### src/rtl/rv_fetch_pkg.sv
// Shared types and constants for the instruction fetch stage.
package rv_fetch_pkg;
  localparam int XLEN = 64;
  localparam int INSTR_BYTES = 4;
  localparam logic [XLEN-1:0] DEFAULT_RESET_PC = '0;

  typedef enum logic [1:0] {
    REQ  = 2'd0,
    WAIT = 2'd1,
    FULL = 2'd2,
    HALT = 2'd3
  } fetch_state_e;
endpackage

### src/rtl/fetch_pc_reg.sv
// Program counter register: reset value, redirect load, or sequential increment.
module fetch_pc_reg
  import rv_fetch_pkg::*;
#(
  parameter int              W        = 64,
  parameter logic [W-1:0]    RESET_PC = '0
) (
  input  logic         clk,
  input  logic         rst,
  input  logic         load_i,
  input  logic [W-1:0] load_pc_i,
  input  logic         inc_i,
  output logic [W-1:0] pc_o
);
  logic [W-1:0] pc_q;
  logic [W-1:0] pc_d;

  // Redirect wins over increment; the add wraps naturally at 2^W.
  always_comb begin
    pc_d = pc_q;
    if (load_i) begin
      pc_d = load_pc_i;
    end else if (inc_i) begin
      pc_d = pc_q + W'(INSTR_BYTES);
    end
  end

  always_ff @(posedge clk) begin
    if (rst) begin
      pc_q <= RESET_PC;
    end else begin
      pc_q <= pc_d;
    end
  end

  assign pc_o = pc_q;
endmodule

### src/rtl/instr_fetch.sv
// Fetch stage: one outstanding imem request, a single holding register toward
// the decoder, and redirect handling that squashes wrong-path fetches.
module instr_fetch #(
  parameter int                             XLEN     = rv_fetch_pkg::XLEN,
  parameter logic [rv_fetch_pkg::XLEN-1:0]  RESET_PC = rv_fetch_pkg::DEFAULT_RESET_PC
) (
  input  logic            clk,
  input  logic            rst,
  output logic            imem_req_valid,
  input  logic            imem_req_ready,
  output logic [XLEN-1:0] imem_req_addr,
  input  logic            imem_resp_valid,
  input  logic [31:0]     imem_resp_data,
  output logic            if_valid,
  input  logic            if_ready,
  output logic [31:0]     if_instr,
  output logic [XLEN-1:0] if_pc,
  input  logic            redirect_valid,
  input  logic [XLEN-1:0] redirect_pc,
  output logic            fetch_misalign,
  output logic [1:0]      dbg_state_o
);
  import rv_fetch_pkg::*;

  // Handshakes: a transfer happens on a rising edge where valid and ready are
  // both high; valid never depends on ready and holds its payload until then.
  fetch_state_e    state_q;
  logic            drop_q;
  logic            if_valid_q;
  logic            misalign_q;
  logic [31:0]     instr_q;
  logic [XLEN-1:0] ifpc_q;
  logic [XLEN-1:0] pc;
  logic            redir_ok;
  logic            redir_bad;
  logic            pc_inc;

  assign redir_ok  = redirect_valid && (state_q != HALT) && (redirect_pc[1:0] == 2'b00);
  assign redir_bad = redirect_valid && (state_q != HALT) && (redirect_pc[1:0] != 2'b00);
  assign pc_inc    = (state_q == WAIT) && imem_resp_valid && !drop_q && !redirect_valid;

  fetch_pc_reg #(
    .W        (XLEN),
    .RESET_PC (RESET_PC)
  ) u_pc (
    .clk       (clk),
    .rst       (rst),
    .load_i    (redir_ok),
    .load_pc_i (redirect_pc),
    .inc_i     (pc_inc),
    .pc_o      (pc)
  );

  always_ff @(posedge clk) begin
    if (rst) begin
      state_q    <= REQ;
      drop_q     <= 1'b0;
      if_valid_q <= 1'b0;
      misalign_q <= 1'b0;
      instr_q    <= '0;
      ifpc_q     <= '0;
    end else if (redir_bad) begin
      // Misaligned target: stop fetching; any outstanding response is ignored.
      misalign_q <= 1'b1;
      if_valid_q <= 1'b0;
      drop_q     <= 1'b0;
      state_q    <= HALT;
    end else begin
      unique case (state_q)
        REQ: begin
          if (imem_req_ready) begin
            state_q <= WAIT;
            drop_q  <= redir_ok;
          end
        end
        WAIT: begin
          if (imem_resp_valid) begin
            drop_q <= 1'b0;
            if (drop_q || redir_ok) begin
              state_q <= REQ;
            end else begin
              instr_q    <= imem_resp_data;
              ifpc_q     <= pc;
              if_valid_q <= 1'b1;
              state_q    <= FULL;
            end
          end else if (redir_ok) begin
            drop_q <= 1'b1;
          end
        end
        FULL: begin
          if (redir_ok || if_ready) begin
            if_valid_q <= 1'b0;
            state_q    <= REQ;
          end
        end
        HALT: begin
        end
        default: state_q <= HALT;
      endcase
    end
  end

  assign imem_req_valid = (state_q == REQ);
  assign imem_req_addr  = pc;
  assign if_valid       = if_valid_q;
  assign if_instr       = instr_q;
  assign if_pc          = ifpc_q;
  assign fetch_misalign = misalign_q;
  assign dbg_state_o    = state_q;
endmodule

### config.mk
export PLATFORM = sky130hd
export DESIGN_NAME = instr_fetch
export DESIGN_NICKNAME = d
export VERILOG_FILES = /design/src/rtl/rv_fetch_pkg.sv /design/src/rtl/fetch_pc_reg.sv /design/src/rtl/instr_fetch.sv
export SDC_FILE = /design/constraint.sdc
export NUM_CORES = 1
export LEC_CHECK = 0
export BUFFER_PORTS_ARGS = -buffer_cell sky130_fd_sc_hd__buf_2
export CELL_PAD_IN_SITES_DETAIL_PLACEMENT = 0
export CELL_PAD_IN_SITES_GLOBAL_PLACEMENT = 1
export CORE_UTILIZATION = 36
export DETAILED_ROUTE_END_ITERATION = 7
export GPL_TIMING_DRIVEN = 0
export PLACE_DENSITY = 0.8
export SYNTH_ARGS = -nofsm -noshare
export SYNTH_HDL_FRONTEND = slang
export SYNTH_HIERARCHICAL = 1
export SYNTH_SLANG_ARGS = --single-unit
### constraint.sdc
create_clock -name clk -period 4.26 [get_ports clk]
set_clock_uncertainty 0.2 [all_clocks]
set_input_delay 0.213 -clock clk [delete_from_list [all_inputs] [get_ports clk]]
set_output_delay 0.213 -clock clk [all_outputs]
set_load 0.05 [all_outputs]
==> Word level (Yosys, flattened, before mapping) <==
Cells that the tools add are included.
{ "totals": {"reg_bits": 165, "latch_bits": 0, "ram_bits": 0, "mem_bits_ro": 0, "input_bits": 102, "output_inout_bits": 165, "elab_cells": 59, "mem_count": 0} }
{ "op_classes": {"n_addsub": 1, "mul": 0, "div": 0, "n_lt_le_gt_ge": 0, "n_eq_ne": 11, "shifts": 0, "mux": 16, "bitwise_logic": 2, "n_reduce_logical": 22} }
{ "op_table": {"columns": ["cell", "count"], "rows": [
  ["$mux 64", 2],
  ["$add 64x3->64 const B", 1],
  ["$reduce_and 4->1", 3],
  ["$mux 2", 5],
  ["$ne 3x3->1 const B", 3],
  ["$ne 2x2->1 const B", 4],
  ["$reduce_bool 2->1", 4],
  ["$logic_and 1x1->1", 6],
  ["$mux 1", 6],
  ["$pmux 2 s3", 1],
  ["$logic_not 2->1", 2],
  ["$pmux 1 s2", 2],
  ["$reduce_bool 4->1", 1],
  ["$ne 3x1->1 const B", 1],
  ["$reduce_and 3->1", 1],
  ["$eq 2x1->1 const B", 1],
  ["$eq 2x2->1 const B", 1],
  ["$logic_not 1->1", 2],
  ["$logic_or 1x1->1", 2],
  ["$ne 2x1->1 const B", 1],
  ["$not 1->1", 2],
  ["$reduce_or 2->1", 1]
]} }

==> Logic depth before layout (Yosys ltp) <==
{ "depth": {"depth_word": 8, "mapped_depth": 11, "ltp_nobuf": 9} }

==> By module <==
Netlist, hierarchy kept.
{ "by_module_without_submodules": {"columns": ["mod", "n_inst", "cells_per_inst", "area_per_inst_um2", "seq_area_each_um2"], "rows": [
  ["instr_fetch", 1, 462, 3756.1, 2021.9],
  ["fetch_pc_reg", 1, 472, 3709.8, 1281.2]
]} }

==> Worst setup path after synthesis <==
OpenSTA, ideal clock, no wires.
{ "synth_timing": {"path_type": "reg-to-reg", "startpoint": "register state_q[0] (netlist: dbg_state_o[0])", "endpoint": "register u_pc.pc_q[52] (netlist: u_pc/pc_o[52])", "setup_ns": 0.091, "t_arrival_ns": 3.093, "required_ns": 3.969, "slack_ns": 0.876, "stages_incl_launch_ff": 11, "path_buffers": 2, "period_less_slack_ns": 3.384, "path_cell_list": "dfxtp_1 > ha_1 > nand3b_1 > nor2_1 > buf_2 > nand2_2 > or3_1 > buf_2 > or4_4 > or4_1 > a311oi_1"} }
{ "synth_via": {"elab_chain_len": 5, "word_cells_on_any_way": 9, "classes_between": "eq/ne (2); mux (1); reduce/logical (6)"} }
{ "synth_rtl": {"columns": ["element", "line_no", "source"], "rows": [
  ["start, declared", "instr_fetch.sv:27", "fetch_state_e state_q;"],
  ["start signal, assigned", "instr_fetch.sv:56", "state_q <= REQ;"],
  ["start signal, assigned", "instr_fetch.sv:67", "state_q <= HALT;"],
  ["start signal, assigned", "instr_fetch.sv:72", "state_q <= WAIT;"],
  ["$eq 2x1->1", "instr_fetch.sv:40", "assign pc_inc = (state_q == WAIT) && imem_resp_valid && !drop_q && !redirect_valid;"],
  ["$logic_and 1x1->1 (3 in series)", "instr_fetch.sv:40", null],
  ["named net pc_inc", "instr_fetch.sv:36", "logic pc_inc;"],
  ["$reduce_bool 2->1 (no source line)", null, null],
  ["end signal, assigned", "fetch_pc_reg.sv:32", "pc_q <= pc_d;"],
  ["end, declared", "fetch_pc_reg.sv:15", "logic [W-1:0] pc_q;"]
]} }
The timed path passes the listed nets, and every way through them passes these cells.
A chain may end at the register's enable or synchronous reset.

==> Worst setup path in the final report <==
{ "layout_timing": {"startpoint": "register state_q[1] (netlist: dbg_state_o[1])", "endpoint": "register u_pc.pc_q[57] (netlist: u_pc/pc_o[57])"} }
The elaborated chain is that of the path after synthesis.

==> flow_summary.json <==
{
  "cp_max_fo": 10,
  "start_kind": "flop",
  "grt_pass1_wl_um": 41600,
  "gp_congestion": 0.819,
  "reg2reg_from": "dbg_state_o[1]$_SDFFE_PP0P_",
  "synth_area_per_cell_um2": 7.99,
  "switching_share": 0.347,
  "yosysWarningCount": 6,
  "cp.arrival_ns": 4.16,
  "initialDrtViolationCount": 513,
  "fin_total_pwr_uw": 4540,
  "min_period_over_period": 0.943,
  "ant_nets": 0,
  "power_frac_comb": 0.252,
  "fin_nets": 1425,
  "power.density_nw_per_um2": 423,
  "switchingPower_uw": 1580,
  "grt_overflow": 0,
  "numClockSinks": 165,
  "grtUsageMet1": 0.334,
  "rr_worst_depth": 11,
  "io_buffers": 266,
  "numCtsBuffers": 17,
  "fmax_mhz": 249,
  "hold_slack_ns": 0.0309,
  "antenna_cells": 0,
  "fill_cells": 2045,
  "vias": 8174,
  "hp-class": "input port to flop",
  "clock_latency_ns": 0.43,
  "io_pins": 267,
  "die_h_um": 146,
  "status": "finished, final reports clean",
  "intPower_uw": 2970,
  "maxSlewViolCount": 0,
  "rsz0062_at_grt": "false",
  "register_area_um2": 3300,
  "grt_max_degree": 17,
  "synthDistinctLibCells": 55,
  "seqPwrFrac": 0.390,
  "placed_cell_area_um2": 9140,
  "via_per_inst": 5.11,
  "fin_area_um2": 10700,
  "worstSetupStartpoint": "dbg_state_o[1]$_SDFFE_PP0P_",
  "peakVddDrop_mv": 0.283,
  "busiest_layer": "met2",
  "layout_commonest_cell": "buf_2",
  "pre_cts_slack_ns": 0.397,
  "setup_viol": 0,
  "p_leak_uw": 0.00438,
  "netlist_area_um2": 7470,
  "finalWorstSetupSlack_ns": 0.242,
  "hold_viol": 0,
  "ys_seq_elements": 165,
  "max_slew_margin": 0.280,
  "reg2reg_slack_ns": 0.24,
  "start_util": 0.368,
  "pwr-share-clk": 0.358,
  "clkTransAtPathRegs_ns": 0.06,
  "final_cell_mix": "buf_2, nand2_1, dfxtp_1",
  "criticalPathCategory": "flop to flop",
  "critPathRequiredTime_ns": 4.40,
  "cts-root-buf": "clkbuf_16",
  "cts_buffer_depth": 2,
  "drc": 0,
  "first_pass_iters": 5,
  "dp_hpwl_um": 19000,
  "use_met3": 0.0441,
  "r2r-end": "u_pc/pc_o[57]$_SDFFE_PP0N_",
  "rows": 52,
  "finalWirelength_um": 26600,
  "synthArstFlopShare": 0,
  "dieArea_um2": 21300,
  "crit_path_end": "u_pc/pc_o[57]$_SDFFE_PP0N_",
  "syn-instance-count": 934,
  "yosysSeqAreaShare": 0.442,
  "multi_input_area_um2": 3810,
  "grt.total_usage": 0.246,
  "drv_cap": 0,
  "synth_edf_count": 0,
  "grt_pass1_vias": 7692,
  "cts_max_level": 4,
  "fin_crit_ns": 4.02,
  "synth_nets": 1041,
  "tightestPinTransition_ns": 1.07,
  "wl_per_cell_um": 16.6,
  "synth_ff_type": "dfxtp_1",
  "gr-usage-met2": 0.396,
  "syn_to_final_growth_pct": 43.9,
  "die_x_um": 146,
  "cts_tree": "built",
  "drive_gt1_frac": 0.263,
  "final.setup.tns_ns": 0,
  "cts_setup_buffers": 0,
  "antenna_found_initial": 0,
  "core_um2": 20300,
  "endpoint_kind": "flop"
}
-- cell usage after synthesis, types with 2 or more instances --
library cell  instances  share of area
clkbuf_1             35          0.018
nand2_2              11         0.0092
and3_1                4         0.0034
a311oi_1             20          0.023
buf_6                 6         0.0090
dfxtp_1             165           0.44
xor2_1               26          0.031
buf_1                 2         0.0010
a21oi_2              10          0.012
and4_1               10          0.012
o21ai_0              10         0.0067
nand4_1              33          0.028
nor3_1               16          0.011
nor4_1                9         0.0075
nor3b_1               2         0.0020
a21oi_1             102          0.068
o31ai_1              10          0.010
nand3_1              26          0.017
and2_1                3         0.0025
a31oi_1               3         0.0025
nor2_1               80          0.040
or4_1                13          0.013
xnor2_1              10          0.012
or3_1                11         0.0092
mux2i_1               7         0.0094
buf_2                18          0.012
inv_1                14         0.0070
nand2_1             217           0.11
nor2b_1               5         0.0042
ha_1                  5         0.0084
a211oi_1             25          0.025
nand3b_1              3         0.0030
-- per-layer routing --
layer | vias up | share of wire
met3 | 36 | 0.050
met1 | 3821 | 0.47
met5 | - | 0
li1 | 4052 | -
met2 | 265 | 0.46
met4 | 0 | 0.020
-- registers in the layout, summed over array words and instances, names as in the netlist --
name,flops
drop_q,1
fetch_misalign,1
u_pc/pc_o,64
if_instr,32
dbg_state_o,2
if_valid,1
if_pc,64
-- metrics by stage --
stage,utilization,std cells
6_report,0.529,1601
5_1_grt,0.529,1601
4_1_cts,0.529,1601
3_5_place_dp,0.450,1470
3_3_place_gp,0.450,1470
2_1_floorplan,-,934
-- worst max-delay path, cell delays in order (launching register included) --
cell and delay, ns:
dfxtp_1 0.35, inv_1 0.09, ha_1 0.26, nand3b_1 0.17, nor2_1 0.12, buf_2 0.27, nand3_1 0.32, nor3_1 0.80
nand4_1 0.33, clkbuf_1 0.31, or4_1 0.45, a311oi_1 0.25
-- worst min path at each step --
stage / start / to / slack (ns) / depth (start not counted)
after floorplan: imem_resp_data[0] / if_instr[0]$_SDFFE_PP0P_ / 0.15 / 2
after global placement: if_instr[14]$_SDFFE_PP0P_ / if_instr[14]$_SDFFE_PP0P_ / 0.24 / 2
after detailed placement: if_pc[43]$_SDFFE_PP0P_ / if_pc[43]$_SDFFE_PP0P_ / 0.24 / 2
after CTS: rst / u_pc/pc_o[56]$_SDFFE_PP0N_ / 0.02 / 4
after global routing: rst / u_pc/pc_o[56]$_SDFFE_PP0N_ / 0.07 / 4
final: rst / u_pc/pc_o[56]$_SDFFE_PP0N_ / 0.03 / 4
-- layout make-up --
cell class                      instances  share of cell area
Buffer                                 62              0.0283
Clock buffer                           21              0.0438
Clock inverter                         11              0.0136
Timing Repair Buffer                  365               0.216
Inverter                               14             0.00489
Multi-Input combinational cell        693               0.354
Tap cell                              270              0.0314
Sequential cell                       165               0.307
-- power by group through the flow --
| stage | Combinational, µW | Sequential [µW] | Clock (µW) |
|---|---|---|---|
| after floorplan | 429 | 2130 | 0 |
| after global placement | 1060 | 1800 | 0 |
| after detailed placement | 1070 | 1800 | 0 |
| after CTS | 1140 | 1770 | 1650 |
| after global routing | 1220 | 1790 | 1720 |
| final | 1150 | 1770 | 1630 |
-- what timing repair did --
item | in CTS | in global routing
hold buffers | 99 | 0
hold endpoints to repair | 98 | 0
endpoints found under the setup margin | 0 | 0
resized for setup | 0 | 0
-- kinds of logic after synthesis --
logic type / count (synthesis) / synth area share
simple gates: 452 / 0.286
compound gates: 193 / 0.164
flops: 165 / 0.442
buf+inv: 76 / 0.0478
xor+xnor: 36 / 0.0422
mux: 7 / 0.00939
fa+ha+maj: 5 / 0.00838
Power figures use the tool's default switching activity.
